==> config.mk <==
export PLATFORM = sky130hd
export DESIGN_NAME = stable_run_logger
export DESIGN_NICKNAME = d
export VERILOG_FILES = /design/src/rtl/stable_run_pkg.sv /design/src/rtl/run_fifo.sv /design/src/rtl/stable_run_logger.sv
export SDC_FILE = /design/constraint.sdc
export NUM_CORES = 1
export LEC_CHECK = 0
export BUFFER_PORTS_ARGS = -buffer_cell sky130_fd_sc_hd__buf_4
export CAP_MARGIN = 20
export CORE_ASPECT_RATIO = 0.9
export CORE_MARGIN = 3
export CORE_UTILIZATION = 45
export DETAILED_ROUTE_END_ITERATION = 8
export PLACE_DENSITY = 0.64
export SLEW_MARGIN = 20
export SYNTH_ARGS = -nofsm -noshare
export SYNTH_HDL_FRONTEND = slang
export SYNTH_SLANG_ARGS = --single-unit
==> constraint.sdc <==
create_clock -name clk -period 3.1 [get_ports clk]
set_input_delay 0.93 -clock clk [delete_from_list [all_inputs] [get_ports clk]]
set_output_delay 0.93 -clock clk [all_outputs]
set_load 0.1 [all_outputs]
==> src/rtl/stable_run_pkg.sv <==
`default_nettype none
// +--------------------------------------------------------------------------+
// | Module   : stable_run_pkg                                                |
// | Purpose  : Shared types and defaults for the stable-run logger slice.    |
// |            run_state_t  - run detector FSM state                         |
// |            run_rec_t    - one run record {len, sat} at default width     |
// |            c_CNT_W      - default run-length counter width               |
// | Revision : 1.0  initial release                                          |
// +--------------------------------------------------------------------------+
package stable_run_pkg;

   localparam int c_CNT_W = 8;

   typedef enum logic [0:0] {
      IDLE = 1'b0,
      RUN  = 1'b1
   } run_state_t;

   // Record layout as stored in the FIFO: length in the upper bits, the
   // saturation flag in bit 0.
   typedef struct packed {
      logic [c_CNT_W-1:0] len;
      logic               sat;
   } run_rec_t;

endpackage : stable_run_pkg
`default_nettype wire

==> src/rtl/run_fifo.sv <==
`default_nettype none
// +--------------------------------------------------------------------------+
// | Module   : run_fifo                                                      |
// | Purpose  : Synchronous FIFO with a registered head word. A push while    |
// |            full is accepted only when a pop happens on the same edge.    |
// | Ports    : clk, reset (sync, active high)                                |
// |            push / din   - write request and data                         |
// |            pop          - read request (ignored while empty)             |
// |            dout         - head word, 0 while empty                       |
// |            full, empty  - occupancy flags                                |
// |            level        - occupancy 0..DEPTH                             |
// | Revision : 1.0  initial release                                          |
// +--------------------------------------------------------------------------+
module run_fifo #(
   parameter int DEPTH = 4,
   parameter int WIDTH = 9
) (
   input  logic                       clk,
   input  logic                       reset,
   input  logic                       push,
   input  logic                       pop,
   input  logic [WIDTH-1:0]           din,
   output logic [WIDTH-1:0]           dout,
   output logic                       full,
   output logic                       empty,
   output logic [$clog2(DEPTH):0]     level
);

   localparam int c_PW = $clog2(DEPTH);
   localparam int c_LW = c_PW + 1;

   logic [WIDTH-1:0] r_mem [DEPTH];
   logic [c_PW-1:0]  r_wr_ptr;
   logic [c_PW-1:0]  r_rd_ptr;
   logic [c_LW-1:0]  r_cnt;
   logic [WIDTH-1:0] r_head;

   logic             w_rd_en;
   logic             w_wr_en;
   logic [c_PW-1:0]  w_rd_nxt;
   logic [c_LW-1:0]  w_cnt_nxt;

   assign empty    = (r_cnt == '0);
   assign full     = (r_cnt == c_LW'(DEPTH));
   assign w_rd_en  = pop & ~empty;
   // A full FIFO still takes a write when the head leaves on the same edge.
   assign w_wr_en  = push & (~full | w_rd_en);
   assign w_rd_nxt = r_rd_ptr + 1'b1;

   always_comb begin
      w_cnt_nxt = r_cnt;
      if (w_wr_en && !w_rd_en)
         w_cnt_nxt = r_cnt + 1'b1;
      else if (w_rd_en && !w_wr_en)
         w_cnt_nxt = r_cnt - 1'b1;
   end

   always_ff @(posedge clk) begin
      if (w_wr_en)
         r_mem[r_wr_ptr] <= din;
   end

   always_ff @(posedge clk) begin
      if (reset) begin
         r_wr_ptr <= '0;
         r_rd_ptr <= '0;
         r_cnt    <= '0;
         r_head   <= '0;
      end else begin
         r_cnt <= w_cnt_nxt;
         if (w_wr_en)
            r_wr_ptr <= r_wr_ptr + 1'b1;
         if (w_rd_en)
            r_rd_ptr <= w_rd_nxt;
         // Head tracks what will sit at the read pointer after this edge.
         // The incoming word becomes head only when nothing older remains.
         if (w_cnt_nxt == '0)
            r_head <= '0;
         else if (w_wr_en && ((r_cnt == '0) || (w_rd_en && r_cnt == c_LW'(1))))
            r_head <= din;
         else if (w_rd_en)
            r_head <= r_mem[w_rd_nxt];
      end
   end

   assign dout  = r_head;
   assign level = r_cnt;

endmodule : run_fifo
`default_nettype wire

==> src/rtl/stable_run_logger.sv <==
`default_nettype none
// +--------------------------------------------------------------------------+
// | Module   : stable_run_logger                                             |
// | Purpose  : Measures runs of consecutive douty=1 cycles and queues one    |
// |            {length, saturated} record per run of at least MIN_RUN        |
// |            cycles for a valid/ready consumer.                            |
// | Ports    : clk, reset (sync, active high)                                |
// |            doutx, douty       - stability flags from the detector        |
// |            rec_valid/ready    - record handshake                         |
// |            rec_len, rec_sat   - head record (0 while empty)              |
// |            level              - FIFO occupancy                           |
// |            overflow           - sticky, record dropped on full FIFO      |
// |            err                - sticky, douty seen without doutx         |
// | Revision : 1.0  initial release                                          |
// +--------------------------------------------------------------------------+
module stable_run_logger
   import stable_run_pkg::*;
#(
   parameter int CNT_W   = c_CNT_W,
   parameter int DEPTH   = 4,
   parameter int MIN_RUN = 2
) (
   input  logic                       clk,
   input  logic                       reset,
   input  logic                       doutx,
   input  logic                       douty,
   output logic                       rec_valid,
   input  logic                       rec_ready,
   output logic [CNT_W-1:0]           rec_len,
   output logic                       rec_sat,
   output logic [$clog2(DEPTH):0]     level,
   output logic                       overflow,
   output logic                       err
);

   localparam logic [CNT_W-1:0] c_CNT_MAX = {CNT_W{1'b1}};
   localparam logic [CNT_W-1:0] c_MIN_RUN = CNT_W'(MIN_RUN);

   run_state_t       r_state;
   logic [CNT_W-1:0] r_cnt;
   logic             r_sat;
   logic             r_overflow;
   logic             r_err;

   logic             w_y_eff;
   logic             w_push;
   logic             w_pop;
   logic             w_full;
   logic             w_empty;
   logic [CNT_W:0]   w_din;
   logic [CNT_W:0]   w_dout;

   // douty without doutx is an upstream fault and never counts as stable.
   assign w_y_eff = douty & doutx;
   assign w_push  = (r_state == RUN) && !w_y_eff && (r_cnt >= c_MIN_RUN);
   assign w_pop   = rec_valid & rec_ready;
   assign w_din   = {r_cnt, r_sat};

   always_ff @(posedge clk) begin
      if (reset) begin
         r_state    <= IDLE;
         r_cnt      <= '0;
         r_sat      <= 1'b0;
         r_overflow <= 1'b0;
         r_err      <= 1'b0;
      end else begin
         if (douty && !doutx)
            r_err <= 1'b1;
         if (w_push && w_full && !w_pop)
            r_overflow <= 1'b1;
         case (r_state)
            IDLE: begin
               if (w_y_eff) begin
                  r_state <= RUN;
                  r_cnt   <= CNT_W'(1);
                  r_sat   <= 1'b0;
               end
            end
            RUN: begin
               if (w_y_eff) begin
                  if (r_cnt == c_CNT_MAX)
                     r_sat <= 1'b1;
                  else
                     r_cnt <= r_cnt + 1'b1;
               end else begin
                  r_state <= IDLE;
               end
            end
            default: r_state <= IDLE;
         endcase
      end
   end

   run_fifo #(
      .DEPTH (DEPTH),
      .WIDTH (CNT_W + 1)
   ) u_fifo (
      .clk   (clk),
      .reset (reset),
      .push  (w_push),
      .pop   (w_pop),
      .din   (w_din),
      .dout  (w_dout),
      .full  (w_full),
      .empty (w_empty),
      .level (level)
   );

   assign rec_valid = ~w_empty;
   assign rec_len   = w_dout[CNT_W:1];
   assign rec_sat   = w_dout[0];
   assign overflow  = r_overflow;
   assign err       = r_err;

endmodule : stable_run_logger
`default_nettype wire

# After elaboration in Yosys (flattened, before gate mapping)
# Memories as Yosys holds them, arrays and structs flattened.
# Index checks and enable logic that the tools add are counted.
op_classes:
  n_div: 0
  add_sub_neg: 5
  reduce_logical: 21
  bitwise: 8
  n_lt_le_gt_ge: 1
  multipliers: 0
  n_shift: 0
  eq_ne: 7
  muxes: 15
ops:
  columns: ["op", "n"]
  rows:
  - ["two-way mux 8 bit", 3]
  - ["two-way mux 9 bit", 2]
  - ["case mux 8 bit (2 select lines)", 1]
  - ["logical AND 1 bit", 9]
  - ["adder 8 x 1 -> 8 bit, second input constant", 1]
  - ["equality test 8 bit, second input constant", 1]
  - [">= comparator 8 x 2 -> 1 bit, second input constant", 1]
  - ["logical NOT 3 bit", 2]
  - ["two-way mux 1 bit", 6]
  - ["two-way mux 3 bit", 2]
  - ["AND reduction 3 bit", 2]
  - ["logical NOT 1 bit", 5]
  - ["adder 2 x 1 -> 2 bit, second input constant", 2]
  - ["bitwise AND 1 bit", 4]
  - ["!= test 2 x 1 -> 1 bit, second input constant", 2]
  - ["!= test 2 bit, second input constant", 2]
  - ["adder 3 x 1 -> 3 bit, second input constant", 1]
  - ["equality test 3 x 1 -> 1 bit, second input constant", 1]
  - ["equality test 3 bit, second input constant", 1]
  - ["inverter 1 bit", 3]
  - ["subtractor 3 x 1 -> 3 bit, second input constant", 1]
  - ["case mux 1 bit (2 select lines)", 1]
  - ["nonzero test 2 bit", 1]
  - ["OR reduction 2 bit", 1]
  - ["2 further kinds", 2]
word_totals:
  out_inout_bits: 15
  inputBits: 5
  mem_bits_rw: 36
  n_memories: 1
  latchBits: 0
  wordCells: 67
  mem_bits_ro: 0
  register_bits: 28
memory_table:
  columns: ["memory", "words", "width", "rd", "rd_ports_with_merged_regs", "write_ports", "line_no", "text"]
  rows:
  - ["u_fifo.r_mem", 4, 9, 1, 0, 1, "run_fifo.sv:32", "logic [WIDTH-1:0] r_mem [DEPTH];"]

# Longest topological paths before layout
logic_depth:
  ltp_word: 12
  mapped_depth: 10
  depth_no_buf: 8

# Modules after synthesis
# Synthesis repeated with hierarchy kept, for this count alone.
unflattened:
  cells_unflattened: 228
  area_unflattened_um2: 2887.8
modules_own_cells:
  columns: ["module", "instances", "cells_per_inst", "seq_area_each_um2", "area_per_inst_um2"]
  rows:
  - ["run_fifo", 1, 157, 1401.3, 2280.9]
  - ["stable_run_logger", 1, 71, 240.2, 606.8]

# Least setup slack after synthesis
# No wires, ideal clock.
synth_path:
  path_kind: "reg2out"
  start: "register u_fifo.r_cnt[0] (netlist: u_fifo.level[0])"
  end: "output rec_valid"
  required_ns: 2.170
  t_arrival_ns: 2.820
  stages_incl_launch_ff: 6
  setup_slack_ns: -0.650
  path_cell_list: "dfxtp_1 > inv_1 > ha_1 > nand2b_1 > clkbuf_1 > clkbuf_1"
synth_between:
  elab_chain_len: 2
synth_rtl:
  columns: ["item", "line_no", "text"]
  rows:
  - ["from (decl)", "run_fifo.sv:35", "logic [c_LW-1:0] r_cnt;"]
  - ["from (signal assigned)", "run_fifo.sv:70", "r_cnt <= w_cnt_nxt;"]
  - ["logical NOT 3 bit", "run_fifo.sv:43", "assign empty = (r_cnt == '0);"]
  - ["inverter 1 bit", "stable_run_logger.sv:109", "assign rec_valid = ~w_empty;"]
  - ["to (decl)", "stable_run_logger.sv:27", "output logic rec_valid,"]
# No other way between the ends.

# Worst setup path in the final report
# Ends and elaborated chain as after synthesis.

==> flow_metrics.py <==
metrics = {
    "floorplanning": {
        "die_width_um": 90.02,
        "initial_core_util": 0.4829,
        "core.rowCount": 26,
        "core_um2": 5921,
        "die_h_um": 81.62,
        "dieArea_um2": 7347,
        "pin_count": 20,
    },
    "synthesis": {
        "yosys.area_share.simple": 0.1409,
        "synth_top_cell_by_area": "edfxtp_1",
        "ys_ff_latch": 64,
        "syn_inst": 228,
        "avgSynthCellArea_um2": 12.54,
        "seq_area_frac_synth": 0.5742,
        "synth_top_area_share": 0.3781,
        "synth_area_leaders": "edfxtp_1, dfxtp_1, mux4_2",
        "synth_xor_area_frac": 0.03632,
        "synthDistinctLibCells": 38,
        "synth_top_family_by_area": "simple AND/OR/NAND/NOR gates",
        "synth_fa_ha_area_frac": 0.04376,
        "synthMuxAreaShare": 0.08490,
        "ys_warn_count": 0,
        "syn_nets": 243,
        "synth_compound_area_frac": 0.09584,
        "netlist_area_um2": 2859,
    },
    "power_and_ir_drop": {
        "power_density_nw_per_um2": 873.0,
        "ir_worst_vdd_mv": 0.4897,
        "p_leak_nw": 1.287,
    },
    "sta": {
        "slew_violations": 0,
        "hold_viol": 0,
        "finalSetupViolCount": 0,
        "fmax_mhz": 397.0,
        "tns_ps": 0,
        "fin_hold_ws_ps": 484.8,
        "finalClockSkew_ps": 13.64,
        "tightestPinTransition_ps": 635.6,
        "rsz0062_at_grt": "false",
        "fin_crit_sh": 0.8126,
        "slew_headroom": 0.5757,
        "min_period_ps": 2519,
    },
    "layout": {
        "drive_gt1_frac": 0.2405,
        "fin_util": 0.5645,
        "area_growth_pct": 16.89,
        "diodes": 0,
        "fin_nets": 272,
        "nFillCells": 510,
    },
    "run": {
        "max-cap-violations": 0,
    },
    "clock_network": {
        "clk_latency_ps": 340,
        "htreeDepth": 3,
        "cts_buffers": 9,
        "cts_num_sinks": 64,
        "path_clk_slew_ps": 80,
        "cts_resized": 0,
        "cts_tree": "yes",
        "hold_buffers": 0,
        "cts_setup_buffers": 0,
        "clockBufferDepth": 2,
        "cts-root-buf": "clkbuf_8",
    },
    "placed_design": {
        "numPortBuffers": 19,
        "hpwl_mm": 4.302,
        "globalplace.congestion": 0.7565,
    },
    "critical_path": {
        "endpoint_kind": "output port",
        "critPathArrivalTime_ps": 1590,
        "slowest_delay_ps": 420,
        "crit_path_top_delay_cell": "dfxtp_2",
        "start_kind": "flop",
        "required_ps": 2170,
        "worstPathCellList": "inv_1, ha_1, nand2b_1, buf_4",
        "cp_max_fo": 5,
        "path_class": "flop to output port",
        "r2r-start": "u_fifo.level[0]",
        "reg2reg_to": "u_fifo.dout[2]",
        "r2r_slack_ps": 950,
        "r2r_cells": 9,
    },
    "global_routing": {
        "antenna_found_initial": 0,
        "grt_pass1_wl_mm": 10.18,
        "grt_overflow": 0,
        "track_usage": 0.1826,
        "grt_max_degree": 23,
        "grt_pass1_vias": 1905,
    },
    "min_path": {
        "hold_depth": 2,
        "hold_class": "flop to flop",
        "hold_end": "err",
        "hold_start": "err",
    },
    "drt": {
        "route.met2.wl_mm": 3.018,
        "dr_total_vias": 1886,
        "drtIter0Drc": 91,
        "drt-met1-wl_mm": 2.976,
        "first_pass_iters": 5,
        "dr_wl_met3_um": 260,
        "wl_mm": 6.302,
        "top_layer": "met4",
        "drc": 0,
        "detail-route-antenna-nets": 0,
        "wl_per_cell_um": 18.21,
        "avgViaCountPerCell": 5.451,
    },
    "status": {
        "status": "finished clean",
    },
}
[synthesized netlist by cell type]
library cell  instances
nand4_1               1
and2_4                1
nand2_1              18
buf_2                 1
o221ai_1              1
nor2b_1               2
o311a_1               1
a31oi_1               1
nor2_1               28
a21oi_1              13
a21bo_2               1
and4_1                1
nand2b_1              2
a311o_1               8
o211ai_1              1
a21oi_4               1
a41oi_2               1
xnor2_1               3
a211oi_2              2
nor4_4                2
clkbuf_1              7
xor2_1                7
and3_1                5
inv_1                 6
nand3b_1              1
buf_6                 1
xnor2_2               1
mux2i_1               4
a41oi_1               1
edfxtp_1             36
mux4_2                9
ha_1                 10
o21bai_1              2
o21ai_0               1
and2_1                4
buf_1                 1
dfxtp_1              28
nand3_1              15
[sequential cells by signal (all words and copies together), names as in the netlist]
register         count
u_fifo.r_mem        36
r_state              1
u_fifo.level         3
u_fifo.r_wr_ptr      2
r_cnt                8
overflow             1
r_sat                1
err                  1
u_fifo.dout          9
u_fifo.r_rd_ptr      2
[worst max-delay path by stage]
stage | endpoint | cells after the start | from | slack (ps)
floorplan | rec_valid | 3 | u_fifo.level[2] | 190
global placement | u_fifo.r_mem[1][5] | 6 | doutx | 490
detailed placement | u_fifo.r_mem[0][6] | 6 | doutx | 490
CTS | rec_valid | 4 | u_fifo.level[0] | 560
global route | rec_valid | 4 | u_fifo.level[0] | 510
finish | rec_valid | 4 | u_fifo.level[0] | 580
[cell usage in the layout (no fill, tap or decap), types with 8 or more instances in the layout]
master	synthesis	routed
buf_4	0	28
a21oi_1	13	13
a311o_1	8	8
mux4_2	9	9
nor2_1	28	28
ha_1	10	10
nand3_1	15	15
dfxtp_1	28	26
clkbuf_8	0	9
nand2_1	18	18
edfxtp_1	36	36
[metrics by stage]
| stage | instance area, um2 | setup slack (ps) | total power, mW | cells |
|---|---|---|---|---|
| 2_1_floorplan | 2863 | 192.4 | 1.955 | 228 |
| 3_3_place_gp | 3131 | 487.9 | 2.157 | 330 |
| 3_5_place_dp | 3131 | 485.3 | 2.167 | 330 |
| 4_1_cts | 3342 | 555.1 | 2.926 | 346 |
| 5_1_grt | 3342 | 508.3 | 3.056 | 346 |
| 6_report | 3342 | 580.8 | 2.918 | 346 |
[layer usage]
metal	global-route usage	vias to the layer above
li1	-	899
met1	0.2382	938
met2	0.3072	42
met3	0.05952	7
met4	0.02905	0
met5	0	-
[critical path, delay by kind of cell, from the launching register on]
family        cells  cell delay, ps
fa+ha+maj         1             270
buf+inv           2             390
flops             1             420
simple gates      1             160
[cell type report]
| class | count | area (um2) | share of cell area |
|---|---|---|---|
| multi-input combinational | 148 | 1149 | 0.3437 |
| clock buffer | 10 | 127.6 | 0.03819 |
| inverter | 6 | 22.52 | 0.006739 |
| tap | 84 | 105.1 | 0.03145 |
| clock inverter | 6 | 83.83 | 0.02508 |
| timing repair buffer | 28 | 210.2 | 0.06290 |
| sequential | 64 | 1644 | 0.4920 |
[kinds of logic (layout without fill, tap and decap cells)]
family,after synthesis,in the layout
compound gates,34,34
xor+xnor,11,11
flops,64,64
fa+ha+maj,10,10
simple gates,80,80
buf+inv,16,50
mux,13,13
[report_power, final]
group | total (mW) | switching [mW] | internal [mW]
clock network | 0.766 | 0.316 | 0.450
logic | 1.11 | 0.790 | 0.319
registers | 1.04 | 0.0952 | 0.947
total | 2.92 | 1.20 | 1.72
Power figures use the tool's default switching activity.
